--- src/rtl/calc_seq.sv ---
// Sequential 8-bit calculator front end: debounced buttons, operand capture,
// and an FSM that drives an external 9-bit adder and registers its result.
module calc_seq #(
    parameter int DEB_W = 4
) (
    input  logic       clk,
    input  logic       rst_n,
    input  logic [7:0] sw,
    input  logic       but_ent,
    input  logic       but_som,
    input  logic       but_sub,
    input  logic       but_clr,
    input  logic [8:0] res_in,
    output logic [8:0] opa,
    output logic [8:0] opb,
    output logic       add_go,
    output logic [8:0] result,
    output logic       ovf,
    output logic       busy,
    output logic [2:0] state_dbg
);

    typedef enum logic [2:0] {
        A_IN   = 3'd0,
        OP_SEL = 3'd1,
        B_IN   = 3'd2,
        EXEC   = 3'd3,
        WAIT   = 3'd4,
        SHOW   = 3'd5
    } calcStateT;

    localparam logic [DEB_W-1:0] CNT_MAX = '1;
    localparam logic [DEB_W-1:0] CNT_ONE = DEB_W'(1);

    // Button vector order: {clr, ent, som, sub}
    logic [3:0] rawBtn;
    logic [3:0] sync1;
    logic [3:0] sync2;
    logic [3:0] debLvl;
    logic [3:0] press;
    logic [DEB_W-1:0] debCnt [4];

    assign rawBtn = {but_clr, but_ent, but_som, but_sub};

    always_ff @(posedge clk or negedge rst_n) begin
        if (!rst_n) begin
            sync1  <= '0;
            sync2  <= '0;
            debLvl <= '0;
            press  <= '0;
            for (int i = 0; i < 4; i++) begin
                debCnt[i] <= '0;
            end
        end else begin
            sync1 <= rawBtn;
            sync2 <= sync1;
            for (int i = 0; i < 4; i++) begin
                press[i] <= 1'b0;
                if (sync2[i] == debLvl[i]) begin
                    debCnt[i] <= '0;
                end else if (debCnt[i] == CNT_MAX) begin
                    // Level held for 2^DEB_W cycles: accept it
                    debLvl[i] <= sync2[i];
                    debCnt[i] <= '0;
                    press[i]  <= sync2[i];
                end else begin
                    debCnt[i] <= debCnt[i] + CNT_ONE;
                end
            end
        end
    end

    logic evClr;
    logic evEnt;
    logic evSom;
    logic evSub;

    assign evClr = press[3];
    assign evEnt = press[2] & ~press[3];
    assign evSom = press[1] & ~|press[3:2];
    assign evSub = press[0] & ~|press[3:1];

    calcStateT state;
    calcStateT nextState;
    logic      opSub;
    logic      clrAll;
    logic      ldASw;
    logic      ldARes;
    logic      ldB;
    logic      ldRes;
    logic      setOp;
    logic [8:0] swExt;

    assign swExt = {sw[7], sw};

    always_ff @(posedge clk or negedge rst_n) begin
        if (!rst_n) begin
            state <= A_IN;
        end else begin
            state <= nextState;
        end
    end

    always_comb begin
        nextState = state;
        clrAll    = 1'b0;
        ldASw     = 1'b0;
        ldARes    = 1'b0;
        ldB       = 1'b0;
        ldRes     = 1'b0;
        setOp     = 1'b0;
        add_go    = 1'b0;
        if (state == EXEC) begin
            add_go = 1'b1;
        end
        if (evClr) begin
            clrAll    = 1'b1;
            nextState = A_IN;
        end else begin
            case (state)
                A_IN: begin
                    if (evEnt) begin
                        ldASw     = 1'b1;
                        nextState = OP_SEL;
                    end
                end
                OP_SEL: begin
                    if (evSom | evSub) begin
                        setOp     = 1'b1;
                        nextState = B_IN;
                    end
                end
                B_IN: begin
                    if (evEnt) begin
                        ldB       = 1'b1;
                        nextState = EXEC;
                    end
                end
                EXEC: nextState = WAIT;
                WAIT: begin
                    ldRes     = 1'b1;
                    nextState = SHOW;
                end
                SHOW: begin
                    if (evSom | evSub) begin
                        ldARes    = 1'b1;
                        setOp     = 1'b1;
                        nextState = B_IN;
                    end else if (evEnt) begin
                        ldASw     = 1'b1;
                        nextState = OP_SEL;
                    end
                end
                default: nextState = A_IN;
            endcase
        end
    end

    always_ff @(posedge clk or negedge rst_n) begin
        if (!rst_n) begin
            opa    <= '0;
            opb    <= '0;
            result <= '0;
            ovf    <= 1'b0;
            opSub  <= 1'b0;
        end else if (clrAll) begin
            opa    <= '0;
            opb    <= '0;
            result <= '0;
            ovf    <= 1'b0;
            opSub  <= 1'b0;
        end else begin
            if (ldASw) begin
                opa <= swExt;
            end else if (ldARes) begin
                opa <= result;
            end
            if (setOp) begin
                opSub <= evSub;
            end
            if (ldB) begin
                opb <= opSub ? (~swExt + 9'd1) : swExt;
            end
            if (ldRes) begin
                result <= res_in;
                ovf    <= (opa[8] == opb[8]) & (res_in[8] != opa[8]);
            end
        end
    end

    assign busy      = (state == EXEC) || (state == WAIT);
    assign state_dbg = state;

endmodule

--- config.mk ---
export PLATFORM = sky130hd
export DESIGN_NAME = calc_seq
export DESIGN_NICKNAME = d
export VERILOG_FILES = /design/src/rtl/calc_seq.sv
export SDC_FILE = /design/constraint.sdc
export NUM_CORES = 1
export LEC_CHECK = 0
export ABC_CLOCK_PERIOD_IN_PS = 2320
export BUFFER_PORTS_ARGS = -buffer_cell sky130_fd_sc_hd__buf_4
export CORE_ASPECT_RATIO = 1.25
export CORE_MARGIN = 4
export CORE_UTILIZATION = 54
export CTS_CLUSTER_DIAMETER = 30
export DETAILED_ROUTE_END_ITERATION = 12
export PLACE_DENSITY = 0.8
export SETUP_SLACK_MARGIN = 0.2
export SLEW_MARGIN = 20
export SYNTH_ARGS = -nofsm -noshare
export SYNTH_HDL_FRONTEND = slang
export SYNTH_SLANG_ARGS = --single-unit
--- constraint.sdc ---
create_clock -name clk -period 2.32 [get_ports clk]
set_clock_uncertainty 0.2 [all_clocks]
set_input_delay 0 -clock clk [delete_from_list [all_inputs] [get_ports clk]]
set_output_delay 0 -clock clk [all_outputs]
set_load 0.01 [all_outputs]
## Word level (Yosys, flattened, before mapping)

Index checks and enable logic that the tools add are counted.

| operators by class | value |
|---|---|
| $add $sub $neg | 5 |
| multiply operators | 0 |
| div/mod/pow operators | 0 |
| $lt $le $gt $ge | 0 |
| equal/unequal tests | 17 |
| shifts and indexed selects | 0 |
| multiplexer cells | 49 |
| bitwise operators | 11 |
| reduce and logical (&&, ||, !) cells | 16 |

Operators with widths:

| cell | number |
|---|---|
| $mux W9 | 8 |
| $mux W4 | 8 |
| $mux W1 | 26 |
| $pmux W3 S6 | 1 |
| $add A4 B1 Y4 const B | 4 |
| $eq A4 B4 Y1 const B | 4 |
| $mux W3 | 5 |
| $reduce_and A2 Y1 | 5 |
| $add A9 B1 Y9 const B | 1 |
| $not A9 Y9 | 1 |
| $eq A3 B2 Y1 const B | 2 |
| $eq A3 B3 Y1 const B | 2 |
| $ne A3 B3 Y1 const B | 2 |
| $reduce_bool A2 Y1 | 3 |
| $eq A1 B1 Y1 | 5 |
| $not A1 Y1 | 5 |
| $and A1 B1 Y1 | 4 |
| $reduce_or A2 Y1 | 2 |
| $eq A3 B1 Y1 const B | 1 |
| $logic_not A3 Y1 | 1 |
| $reduce_bool A3 Y1 | 1 |
| $reduce_or A3 Y1 | 1 |
| $logic_not A1 Y1 | 2 |
| $pmux W1 S2 | 1 |
| other kinds (3) | 3 |

| storage, ports and cells | value |
|---|---|
| register bits | 64 |
| bits in latches | 0 |
| memory bits (writable) | 0 |
| memory bits (read-only) | 0 |
| input port bits | 23 |
| output and inout bits | 33 |
| word-level logic and storage cells | 115 |
| memories | 0 |

## Longest topological paths before layout

| logic depth | value |
|---|---|
| word-level depth | 10 |
| gate-level depth with buffers | 7 |
| mapped depth without buffers | 6 |

## Least setup slack after synthesis

OpenSTA, ideal clock, no wires.

| timing path | value |
|---|---|
| kind | register to register |
| start point | reg state[0] (netlist: state_dbg[0]) |
| end point | reg opa[7] |
| library setup time | 96 ps |
| data arrival time | 1,520 ps |
| data required time | 2,024 ps |
| path slack | 505 ps |
| stages on the path, launching flop included | 8 |
| path buffers | 3 |
| clock period less this slack | 1,815 ps |
| cells stage by stage | dfrtp_1 -> buf_6 -> xnor2_2 -> a32o_2 -> buf_6 -> buf_8 -> nor2_2 -> a311oi_2 |

| on the way | value |
|---|---|
| longest elaborated chain between the ends | 5 |
| elaborated cells on any way between the ends | 9 |
| classes of those cells | 1 x eq/ne; 6 x mux; 2 x reduce/logical |

Ends and longest elaborated chain:

| what | RTL line | text |
|---|---|---|
| start, declared | 83 | `calcStateT state;` |
| start signal, assigned | 100 | `state <= nextState;` |
| $eq A3 B3 Y1 or $logic_not A3 Y1 (tied branches) | 120 | `case (state)` |
| $pmux W1 S2 | 120 |  |
| $mux W1 | 116 | `if (evClr) begin` |
| $mux W9 | 173 | `if (ldASw) begin` |
| $mux W9 | 166 | `end else if (clrAll) begin` |
| end signal, assigned | 174 | `opa <= swExt;` |
| end signal, assigned | 176 | `opa <= result;` |
| end, declared | 14 | `output logic [8:0] opa,` |

Several ways; a longest one is shown, not always the timed one.
A chain may end at the register's enable or synchronous reset.

## Worst setup path after layout

| timing path | value |
|---|---|
| start point | in sw[2] |
| end point | reg opb[5] |

| on the way | value |
|---|---|
| longest elaborated chain between the ends | 5 |

Ends and longest elaborated chain:

| what | RTL line | text |
|---|---|---|
| start, declared | 8 | `input logic [7:0] sw,` |
| $not A9 Y9 | 182 | `opb <= opSub ? (~swExt + 9'd1) : swExt;` |
| $add A9 B1 Y9 | 182 |  |
| $mux W9 | 182 |  |
| $mux W9 | 181 | `if (ldB) begin` |
| $mux W9 | 166 |  |
| end signal, assigned | 182 |  |
| end, declared | 15 | `output logic [8:0] opb,` |

Every way passes these cells. The select of a mux whose other input is x is not followed.

==> run_results.csv <==
group,metric,value,unit
outcome,status,"finished clean",
sta,hold_violations,0,
route,post-route-drc-count,0,
placed_design,placed_cell_area,3300,um^2
synth,synthMuxAreaShare,5.45,%
global_routing,grt_pass1_vias,2128,
placed_design,dp_slack,316,ps
global_routing,grt_max_degree,65,
pwr,p_sw,0.466,mW
sta,rsz0062_at_grt,"yes",
sta,min_period_over_period,90.4,%
finish,utilization,72.8,%
synth,avgSynthCellArea,11.3,um^2
global_routing,antenna_found_initial,0,
finish,final_nets,365,
critical_path,reg2reg_depth,5,
synth,yosys.area.top_type,"dfrtp_1",
synth,synthCells,255,
sta,finalSetupTns,0,ps
critical_path,crit_fanout,4,
pwr,ir_worst_vdd,0.430,mV
synth,yosys.area_share.adder,2.18,%
critical_path,start_kind,"primary input",
pwr,combPwrFrac,7.0,%
route,ant_nets,0,
synth,synth-xor-area-share,4.84,%
synth,ys_ff_latch,64,
synth,synth_nets,283,
synth,synth_edf_count,0,
synth,synth-simple-area-share,17.1,%
pwr,p_sw_share,22.3,%
clock_tree,cts_root_buf,"clkbuf_8",
placed_design,portBuffers,55,
finish,drive_gt1_share,25.0,%
placed_design,gp_congestion,0.848,
critical_path,critPathCaptureType,"register",
finish,syn_to_final_growth,29.7,%
synth,ys_types,36,
sta,finalSetupViolCount,0,
synth,synth_flop_cell,"dfrtp_1",
route,viasPerCell,5.46,
synth,synth_top_family_by_area,"simple AND/OR/NAND/NOR gates",
sta,fmax,477,MHz
route,drt_wl_total,6.24,mm
die,row_count,29,
synth,synth_compound_area_share,11.5,%
route,drt_iter0_drc,139,
critical_path,required,2350,ps
clock_tree,clk_latency,330,ps
synth,synthesis.area,2870,um^2
clock_tree,numCtsBuffers,9,
pwr,power_frac_clock,37.5,%
sta,setup_ws,222,ps
synth,ys_seq_area_share,55.8,%
clock_tree,clk_pin_slew,60,ps
die,fp.dieH,89.5,um
die,die_area,6550,um^2
sta,fin_crit,2100,ps
critical_path,reg2reg_slack,340,ps
die,initial_utilization,56.1,%
pwr,p_int,1.63,mW
clock_tree,clock_path_buffers,2,
flow_run,drv_cap,0,
critical_path,path_class,"primary input to register",
synth,ys_warn_count,0,
finish,antenna_cells,0,
placed_design,post-dp-hpwl,4.08,mm
pwr,fin_total_pwr,2.09,mW
synth,synth_top_cell_area_share,55.8,%
critical_path,critical_path_arrival,2130,ps
die,boundaryPins,56,
finish,fin_cells,402,
sta,whs,89.0,ps
die,die_w,73.2,um
route,wl_per_cell,15.5,um
finish,stdcell_area,3720,um^2
sta,worst-slew-pin-transition,781,ps
global_routing,grt_usage,20.1,%
clock_tree,h-tree-depth,3,
pwr,powerDensity,562,nW/um^2
route,via_count,2194,
die,core_area,5120,um^2
synth,synthArstFlopShare,100,%
sta,maxSlewViolCount,0,
placed_design,dpl.cell_count,363,
worst_hold_path,hold_path_class,"primary input to async pin",
pwr,p_leak,1.62,nW
pwr,pwr-share-seq,55.5,%
route,firstDrtPassIters,5,
sta,relSlewSlack,47.9,%
clock_tree,clock-sinks,64,
clock_tree,cts_tree,"built",
synth,netlist_top_cells_area,"dfrtp_1, nor2_1, mux2i_1",
global_routing,grt_pass1_wl,9.83,mm
global_routing,globalRouteOverflowTotal,0,
[layout by cell type (no fill, tap or decap), types with 7 or more instances in the layout]
cell           instances
dfrtp_1               64
buf_4                 56
nor2_1                28
dlygate4sd3_1         25
o21ai_0               17
nand2_1               15
nand3_1               13
a21oi_1               12
xnor2_1               11
mux2i_1               10
clkbuf_8              10
nor2b_1                9
nor3b_1                9
nand3b_1               9
inv_1                  7
[critical path, stage by stage]
cell and delay [ps]:
dlygate4sd3_1 540, buf_4 160, o31ai_2 400, nand2_1 150, xnor2_1 150, dlygate4sd3_1 540
o21ai_0 190
[final timing paths]
check,startpoint,endpoint
max,sw[2],opb[5]$_DFFE_PN0P_
min,rst_n,opb[6]$_DFFE_PN0P_
max reg2reg,opSub$_DFFE_PN0P_,opb[5]$_DFFE_PN0P_
min reg2reg,sync1[2]$_DFF_PN0_,sync2[2]$_DFF_PN0_
max in group asynchronous,rst_n,opa[8]$_DFFE_PN0P_
min in group clk,but_ent,sync1[2]$_DFF_PN0_
[flip-flops by register name, indices dropped and copies added (netlist names)]
signal / cells
ovf: 1
opSub: 1
debCnt: 16
result: 9
opb: 9
state_dbg: 3
debLvl: 4
press: 4
sync2: 4
opa: 9
sync1: 4
[synth_stat cells (2+ instances only)]
cell type / n
a311oi_1: 3
xnor2_1: 11
o21ai_0: 17
buf_6: 2
mux2_2: 5
nor2b_1: 9
a211oi_1: 2
inv_1: 7
nand2_1: 15
clkbuf_1: 5
nand3b_1: 9
mux2i_1: 10
dfrtp_1: 64
nand3_1: 13
a311oi_2: 6
nor3b_1: 9
a21oi_1: 12
xor2_1: 3
o31ai_1: 2
nor2_1: 28
ha_1: 5
nand4b_1: 4
[cell families after synthesis]
family | Yosys count
mux | 15
xor+xnor | 15
compound gates | 46
buf+inv | 17
simple gates | 93
flops | 64
fa+ha+maj | 5
[per-layer routing]
metal  vias up  part of all wire, %  track usage (%)
met5         -                    0                0
met1      1046                   39             24.0
met3        15                  6.5             5.85
met2        72                   52             34.3
li1       1061                    -                -
met4         0                  2.0             7.21
[area by class of cell]
type | instances | area, um^2
Tap cell | 62 | 77.6
Sequential cell | 64 | 1600
Clock inverter | 1 | 5.00
Fill cell | 345 | 1390
Timing Repair Buffer | 81 | 671
Inverter | 7 | 26.3
Clock buffer | 13 | 149
Multi-Input combinational cell | 174 | 1190
[power by group through the flow]
| stage | combinational, mW | clock [mW] | sequential [mW] |
|---|---|---|---|
| CTS | 0.147 | 0.806 | 1.16 |
| finish | 0.146 | 0.785 | 1.16 |
| global placement | 0.110 | 0 | 1.18 |
| detailed placement | 0.112 | 0 | 1.18 |
| global route | 0.163 | 0.854 | 1.16 |
| floorplan | 0.0455 | 0 | 1.18 |
[what timing repair did]
action                                  4_1_cts  5_1_grt
endpoints found under the hold margin        96        0
hold buffers                                 25        0
gates resized for setup                       0        3
buffers inserted                              0        0
endpoints found under the setup margin        0       12
Power figures use the tool's default switching activity.
